### config.mk
export PLATFORM = sky130hd
export DESIGN_NAME = rv32f_csr_unit
export DESIGN_NICKNAME = d
export VERILOG_FILES = /design/src/rtl/rv32f_csr_unit.sv
export SDC_FILE = /design/constraint.sdc
export NUM_CORES = 1
export LEC_CHECK = 0
export ABC_AREA = 1
export CAP_MARGIN = 20
export CORE_MARGIN = 10
export CORE_UTILIZATION = 35
export DETAILED_ROUTE_END_ITERATION = 7
export DONT_BUFFER_PORTS = 1
export GPL_TIMING_DRIVEN = 0
export PLACE_DENSITY = 0.58
export SYNTH_ARGS = -nofsm -noshare
export SYNTH_HDL_FRONTEND = slang
export SYNTH_SLANG_ARGS = --single-unit
### constraint.sdc
create_clock -name clk -period 3 [get_ports clk]
set_input_delay 0.45 -clock clk [delete_from_list [all_inputs] [get_ports clk]]
set_output_delay 0.45 -clock clk [all_outputs]
set_load 0.01 [all_outputs]
### src/rtl/rv32f_csr_unit.sv
// Floating-point CSR unit: fflags/frm/fcsr with sticky flag accumulation and dynamic-rm resolution.
// Latency: one cycle from request accept to registered response; rm_resolved/rm_illegal are combinational.
// Backpressure: one-entry response register, req_ready = !resp_valid || resp_ready. Optional: RV32F_CSR_EXC_COUNT_EN.
module rv32f_csr_unit #(
    parameter int FLAG_LANES = 2,
    parameter int ID_WIDTH   = 4
) (
    input  logic                    clk,
    input  logic                    rst_n,
    input  logic                    req_valid,
    output logic                    req_ready,
    input  logic [11:0]             req_addr,
    input  logic [1:0]              req_op,
    input  logic [31:0]             req_wdata,
    input  logic [ID_WIDTH-1:0]     req_id,
    output logic                    resp_valid,
    input  logic                    resp_ready,
    output logic [31:0]             resp_rdata,
    output logic                    resp_illegal,
    output logic [ID_WIDTH-1:0]     resp_id,
    input  logic [FLAG_LANES-1:0]   flag_valid,
    input  logic [5*FLAG_LANES-1:0] flag_bits,
    input  logic [2:0]              instr_rm,
    output logic [2:0]              rm_resolved,
    output logic                    rm_illegal,
    output logic [2:0]              frm_out
);

    localparam logic [11:0] ADDR_FFLAGS = 12'h001;
    localparam logic [11:0] ADDR_FRM    = 12'h002;
    localparam logic [11:0] ADDR_FCSR   = 12'h003;
    localparam logic [1:0]  OP_READ     = 2'b00;
    localparam logic [1:0]  OP_WRITE    = 2'b01;
    localparam logic [1:0]  OP_SET      = 2'b10;

    logic [4:0]  fflags;
    logic [2:0]  frm;
    logic [4:0]  lane_or;
    logic [4:0]  fflags_cur;
    logic        accept;
    logic        legal;
    logic [31:0] old_val;
    logic [31:0] res;
    logic        wr_en;

    assign req_ready = !resp_valid || resp_ready;
    assign accept    = req_valid && req_ready;

    always_comb begin
        lane_or = '0;
        for (int i = 0; i < FLAG_LANES; i++) begin
            if (flag_valid[i]) begin
                lane_or = lane_or | flag_bits[5*i +: 5];
            end
        end
    end

    // Lane flags land before a same-cycle CSR op, so the op sees them in its old value.
    assign fflags_cur = fflags | lane_or;

`ifdef RV32F_CSR_EXC_COUNT_EN
    localparam logic [11:0] ADDR_EXCCNT = 12'h800;

    logic [31:0] exc_cnt;
    logic [3:0]  lane_cnt;
    logic [32:0] cnt_sum;
    logic [31:0] cnt_next;

    always_comb begin
        lane_cnt = '0;
        for (int i = 0; i < FLAG_LANES; i++) begin
            if (flag_valid[i] && (|flag_bits[5*i +: 5])) begin
                lane_cnt = lane_cnt + 4'd1;
            end
        end
    end

    assign cnt_sum  = {1'b0, exc_cnt} + {29'b0, lane_cnt};
    assign cnt_next = cnt_sum[32] ? 32'hFFFF_FFFF : cnt_sum[31:0];
`endif

    always_comb begin
        old_val = '0;
        legal   = 1'b0;
        case (req_addr)
            ADDR_FFLAGS: begin
                old_val = {27'b0, fflags_cur};
                legal   = 1'b1;
            end
            ADDR_FRM: begin
                old_val = {29'b0, frm};
                legal   = 1'b1;
            end
            ADDR_FCSR: begin
                old_val = {24'b0, frm, fflags_cur};
                legal   = 1'b1;
            end
`ifdef RV32F_CSR_EXC_COUNT_EN
            ADDR_EXCCNT: begin
                old_val = exc_cnt;
                legal   = 1'b1;
            end
`endif
            default: begin
                old_val = '0;
                legal   = 1'b0;
            end
        endcase
    end

    always_comb begin
        case (req_op)
            OP_READ:  res = old_val;
            OP_WRITE: res = req_wdata;
            OP_SET:   res = old_val | req_wdata;
            default:  res = old_val & ~req_wdata;
        endcase
    end

    assign wr_en = accept && legal && (req_op != OP_READ);

`ifndef RV32F_CSR_EXC_COUNT_EN
    logic unused_res_hi;
    assign unused_res_hi = ^res[31:8];
`endif

    always_ff @(posedge clk or negedge rst_n) begin
        if (!rst_n) begin
            fflags <= '0;
            frm    <= '0;
        end else begin
            if (wr_en && (req_addr == ADDR_FFLAGS || req_addr == ADDR_FCSR)) begin
                fflags <= res[4:0];
            end else begin
                fflags <= fflags_cur;
            end
            if (wr_en && req_addr == ADDR_FRM) begin
                frm <= res[2:0];
            end else if (wr_en && req_addr == ADDR_FCSR) begin
                frm <= res[7:5];
            end
        end
    end

`ifdef RV32F_CSR_EXC_COUNT_EN
    // A CSR write to the counter wins over that cycle's increment.
    always_ff @(posedge clk or negedge rst_n) begin
        if (!rst_n) begin
            exc_cnt <= '0;
        end else if (wr_en && req_addr == ADDR_EXCCNT) begin
            exc_cnt <= res;
        end else begin
            exc_cnt <= cnt_next;
        end
    end
`endif

    always_ff @(posedge clk or negedge rst_n) begin
        if (!rst_n) begin
            resp_valid   <= 1'b0;
            resp_rdata   <= '0;
            resp_illegal <= 1'b0;
            resp_id      <= '0;
        end else if (accept) begin
            resp_valid   <= 1'b1;
            resp_rdata   <= old_val;
            resp_illegal <= !legal;
            resp_id      <= req_id;
        end else if (resp_ready) begin
            resp_valid   <= 1'b0;
        end
    end

    assign frm_out     = frm;
    assign rm_resolved = (instr_rm == 3'b111) ? frm : instr_rm;
    assign rm_illegal  = (rm_resolved == 3'd5) || (rm_resolved == 3'd6) || (rm_resolved == 3'd7);

endmodule

Word-level counts from Yosys, hierarchy flattened
Index checks and enable logic that the tools add are counted.
- order comparisons: 0
- equal/unequal tests: 9
- add/subtract/negate cells: 0
- shift operators: 0
- bitwise gates (word level): 5
- multiplexer cells: 11
- div/mod/pow operators: 0
- multiply operators: 0
- reductions and logical operators: 17
- operators by type and width (cell ; count):
    8-bit case mux with 3 select lines ; 2
    12-bit by 2-bit == test with 1-bit output (second input constant) ; 2
    5-bit two-way mux ; 3
    12-bit by 1-bit == test with 1-bit output (second input constant) ; 1
    3-bit == test (second input constant) ; 4
    5-bit bitwise OR ; 2
    3-bit two-way mux ; 3
    8-bit AND ; 1
    8-bit NOT ; 1
    8-bit bitwise OR ; 1
    1-bit logical AND ; 6
    2-bit nonzero test ; 3
    1-bit logical OR ; 4
    1-bit two-way mux ; 3
    3-bit OR reduction ; 1
    2-bit by 1-bit == test with 1-bit output (second input constant) ; 1
    2-bit == test (second input constant) ; 1
    1-bit zero test ; 2
    2-bit zero test ; 1
- bits in writable memories: 0
- bits in registers: 46
- output and inout bits: 46
- word-level logic and storage cells: 48
- ROM bits: 0
- latch bits: 0
- memories kept: 0

Longest topological paths before layout
- word-level depth: 9
- mapped depth: 10
- depth with buffers taken out: 10

Least setup slack after synthesis
OpenSTA, ideal clock, no wires.
- path kind: input-to-reg
- start: input req_addr[3]
- end: register frm[2], in the netlist frm_out[2]
- data arrival time: 1403 ps
- stages on the path: 9
- path buffers: 0
- path slack: 1480 ps
- cell sequence: or2_4 -> nor2_4 -> nand2_4 -> nand2_4 -> nand3_4 -> a21oi_4 -> inv_2 -> nand2_1 -> nand2_1
- longest elaborated chain between the ends: 7
- RTL lines (what ; RTL line ; text):
    start, declared ; 12 ; input logic [11:0] req_addr,
    branches (longest 7 deep; another with 12-bit by 2-bit == test with 1-bit output) ; -- ;
    end signal, assigned ; 138 ; frm <= res[2:0];
    end signal, assigned ; 140 ; frm <= res[7:5];
    end, declared ; 37 ; logic [2:0] frm;
Parallel ways; which one is timed is not known. The select of a mux whose other input is x is not followed.
A chain may end at the register's enable or synchronous reset.

Final worst setup path
- start: register frm[0], in the netlist frm_out[0]
- end: output rm_illegal
- longest elaborated chain between the ends: 4
- RTL lines (what ; RTL line ; text):
    3-bit two-way mux * ; 175 ; assign rm_resolved = (instr_rm == 3'b111) ? frm : instr_rm;
    net rm_resolved[0] ; 24 ; output logic [2:0] rm_resolved,
    3-bit == test ; 176 ; assign rm_illegal = (rm_resolved == 3'd5) || (rm_resolved == 3'd6) || (rm_resolved == 3'd7);
    1-bit logical OR ; 176 ;
    1-bit logical OR * ; 176 ;
    end, declared ; 25 ; output logic rm_illegal,
Mark *: on every way through the listed nets, which the timed path passes. The rest lies on a longest branch.

==> metrics.txt <==
# TYPE chip_impl_metric gauge
chip_impl_info{name="status",value="complete, no violations"} 1
chip_impl_metric{name="place_worst_setup_slack",unit="ns"} 1.32
chip_impl_metric{name="hpwlAfterDp",unit="um"} 3690
chip_impl_metric{name="clk_pin_slew_worst_paths",unit="ns"} 0.08
chip_impl_metric{name="finalWorstSetupSlack",unit="ns"} 1.07
chip_impl_metric{name="slew_viol_final",unit=""} 0
chip_impl_metric{name="die_area",unit="um^2"} 7570
chip_impl_metric{name="die_w",unit="um"} 87.0
chip_impl_metric{name="grt_max_degree",unit=""} 23
chip_impl_metric{name="clk-insertion-delay-late",unit="ns"} 0.26
chip_impl_metric{name="antenna_cells",unit=""} 0
chip_impl_metric{name="coreArea",unit="um^2"} 4350
chip_impl_metric{name="drtIter0Drc",unit=""} 64
chip_impl_metric{name="globalplace.congestion",unit=""} 0.829
chip_impl_info{name="holdPathEnd",value="resp_id[1]$_DFFE_PN0P_"} 1
chip_impl_metric{name="synth.yosys.warnings",unit=""} 0
chip_impl_metric{name="rr_worst_depth",unit=""} 7
chip_impl_metric{name="initial_utilization",unit=""} 0.361
chip_impl_metric{name="worstMarginPinSlew",unit="ns"} 0.601
chip_impl_metric{name="slew_headroom",unit=""} 0.596
chip_impl_metric{name="post_synth.cell_area_avg",unit="um^2"} 7.24
chip_impl_metric{name="power_frac_seq",unit=""} 0.498
chip_impl_metric{name="std_cell_rows",unit=""} 24
chip_impl_info{name="reg2reg_from",value="resp_valid$_DFFE_PN0P_"} 1
chip_impl_metric{name="synth_area",unit="um^2"} 1570
chip_impl_metric{name="total_number_of_h_tree_levels",unit=""} 1
chip_impl_metric{name="max_freq",unit="GHz"} 0.518
chip_impl_info{name="regToRegEndpoint",value="fflags[3]$_DFF_PN0_"} 1
chip_impl_metric{name="globalRoute.totalOverflow",unit=""} 0
chip_impl_metric{name="cts_buffer_depth",unit=""} 2
chip_impl_info{name="cp_endpoint_kind",value="output pin"} 1
chip_impl_metric{name="synthArstFlopShare",unit=""} 1.00
chip_impl_metric{name="grt_usage",unit=""} 0.117
chip_impl_info{name="timing.hold.worst.start",value="req_id[1]"} 1
chip_impl_metric{name="route.detailed.drc",unit=""} 0
chip_impl_metric{name="wire_per_inst",unit="um"} 15.0
chip_impl_metric{name="sw_frac_of_total",unit=""} 0.279
chip_impl_metric{name="die_y",unit="um"} 87.0
chip_impl_metric{name="cts_buffers",unit=""} 3
chip_impl_metric{name="power_density",unit="nW/um^2"} 366
chip_impl_info{name="most-common-layout-cells",value="nand2_1 (67), buf_4 (24), conb_1 (24)"} 1
chip_impl_metric{name="timing.final.setup_violations",unit=""} 0
chip_impl_metric{name="fin_worst_skew",unit="ns"} 0.00249
chip_impl_metric{name="postCtsResizedCells",unit=""} 0
chip_impl_metric{name="number_of_global_route_vias_before_repair",unit=""} 1458
chip_impl_metric{name="timing.final.hold_violations",unit=""} 0
chip_impl_metric{name="reg2reg_setup_slack",unit="ns"} 1.33
chip_impl_metric{name="grt_antenna_before_repair",unit=""} 0
chip_impl_metric{name="max_cap_viols",unit=""} 0
chip_impl_metric{name="yosysUniqueCellTypes",unit=""} 31
chip_impl_info{name="layout.cells.most_common",value="nand2_1"} 1
chip_impl_info{name="worst_setup_path_startpoint",value="frm_out[0]$_DFFE_PN0P_"} 1
chip_impl_metric{name="route.vias.total",unit=""} 1376
chip_impl_info{name="critical_path.startpoint_type",value="flip-flop"} 1
chip_impl_info{name="ys_dominant_reg_cell",value="dfrtp_1"} 1
chip_impl_metric{name="timing.setup.tns",unit="ns"} 0
chip_impl_metric{name="ios",unit=""} 115
chip_impl_metric{name="ir_drop",unit="uV"} 145
chip_impl_info{name="min-delay-path-class",value="primary input to flip-flop"} 1
chip_impl_metric{name="area.growth.synth_to_final",unit="%"} 14.7
chip_impl_metric{name="synth_register_bits",unit=""} 22
chip_impl_metric{name="min_period",unit="ns"} 1.93
chip_impl_metric{name="required",unit="ns"} 2.55
chip_impl_metric{name="cp_data_arrival_time",unit="ns"} 1.48
chip_impl_metric{name="final_nets",unit=""} 316
chip_impl_metric{name="grt_pass1_wl",unit="um"} 7180
chip_impl_metric{name="post_route_cells_drive_above_1_share",unit=""} 0.199
chip_impl_metric{name="detail_route.first_pass.iterations",unit=""} 4
chip_impl_info{name="tritoncts",value="built"} 1
chip_impl_metric{name="power_frac_clock",unit=""} 0.319
chip_impl_metric{name="power.leakage",unit="uW"} 0.000982
chip_impl_metric{name="tritoncts_num_sinks",unit=""} 22
chip_impl_info{name="critical_path_class",value="flip-flop to output pin"} 1
chip_impl_metric{name="antenna_violating_nets_post_route",unit=""} 0
chip_impl_metric{name="ys_seq_area_frac",unit=""} 0.351
chip_impl_metric{name="hold_depth",unit=""} 2
chip_impl_metric{name="routed_wire_length",unit="um"} 4470
chip_impl_metric{name="avgViaCountPerCell",unit=""} 4.62
chip_impl_info{name="rsz0062_at_grt",value="false"} 1
chip_impl_metric{name="cellInternalPower",unit="uW"} 475
chip_impl_metric{name="final.period_utilization",unit=""} 0.644
chip_impl_metric{name="gate_count_after_technology_mapping",unit=""} 217
chip_impl_metric{name="power.combinational.fraction",unit=""} 0.183
chip_impl_metric{name="port_buffers",unit=""} 0
chip_impl_info{name="ctsRootBufferMaster",value="clkbuf_8"} 1
chip_impl_metric{name="cp_max_fo",unit=""} 6
chip_impl_metric{name="synth_enable_flop_cells",unit=""} 0
chip_impl_metric{name="netSwitchingPower",unit="uW"} 184
==> flip-flops by register name, indices dropped and copies added (netlist names) <==
register and cells:
fflags 5, resp_illegal 1, resp_id 4, resp_rdata 8
frm_out 3, resp_valid 1
==> critical path: stages, from the launching register on <==
cell and delay, ns:
dfrtp_1 0.55, inv_1 0.09, a31oi_1 0.34, o21a_1 0.25
==> cells by family (layout without fill, tap and decap cells) <==
kind of cell	after synthesis	count (layout)	synth area share
AOI/OAI and AO/OA	30	30	0.112
buffers and inverters	47	53	0.178
DFF	22	22	0.351
other	1	24	0.00239
and+or+nand+nor	117	117	0.356
==> metal layers <==
metal / vias to the layer above / part of all wire / routed length, um / GRT usage
met4: 0 / 0.018 / 82 / 0.0589
met1: 588 / 0.42 / 1900 / 0.138
met3: 7 / 0.11 / 504 / 0.0496
met2: 66 / 0.44 / 1990 / 0.176
li1: 715 / - / - / -
met5: - / 0 / 0 / 0
==> power by group through the flow <==
stage,clock [uW],sequential [uW],combinational [uW]
2_1_floorplan,0,330,96.9
3_3_place_gp,0,335,109
5_1_grt,238,332,136
4_1_cts,219,330,118
3_5_place_dp,0,336,110
6_report,211,329,120
==> synth_stat cells, types with 2 or more instances <==
master	number	area [um^2]
buf_2	2	10.0
a31oi_1	4	25.0
buf_4	24	180
dfrtp_1	22	551
nand2_1	67	251
a21oi_1	10	50.1
nand3_1	17	85.1
nand2_4	2	22.5
inv_1	16	60.1
nor2_1	15	56.3
a211oi_1	2	15.0
o21ai_0	8	40.0
inv_2	2	7.51
nor2_4	2	22.5
nand4_1	4	25.0
nor2_2	3	18.8
o21ai_1	3	15.0
==> worst max-delay path by stage <==
stage                                   endpoint  slack (ns)  cells after the start
after floorplan           frm_out[2]$_DFFE_PN0P_        1.48                      9
after global placement       fflags[3]$_DFF_PN0_        1.32                      8
after detailed placement              rm_illegal        1.32                      3
after CTS                             rm_illegal        1.02                      3
after global routing                  rm_illegal        0.96                      3
final                                 rm_illegal        1.07                      3
==> final cells by class <==
type	instances	area, um^2
repair buffers	2	25.0
plain buffers	29	213
fillers	453	2550
inverters	18	67.6
clock buffers	4	55.1
well taps	52	65.1
multi-input cells	171	826
flip-flops and latches	22	551
==> metrics by stage <==
stage | cells | power (uW) | hold slack, ns | util | instance area [um^2]
5_1_grt | 298 | 706 | 0.283 | 0.414 | 1800
6_report | 298 | 660 | 0.293 | 0.414 | 1800
4_1_cts | 297 | 667 | 0.287 | 0.410 | 1790
3_5_place_dp | 292 | 446 | 0.155 | 0.395 | 1720
2_1_floorplan | 240 | 427 | 0.154 | - | 1660
3_3_place_gp | 292 | 444 | 0.155 | 0.395 | 1720
==> timing repair <==
| item | in CTS | in global routing |
|---|---|---|
| endpoints found under the setup margin | 0 | 0 |
| endpoints found under the hold margin | 22 | 0 |
| hold buffers | 1 | 0 |
| setup buffers | 0 | 0 |
(Power assumes the default switching activity.)
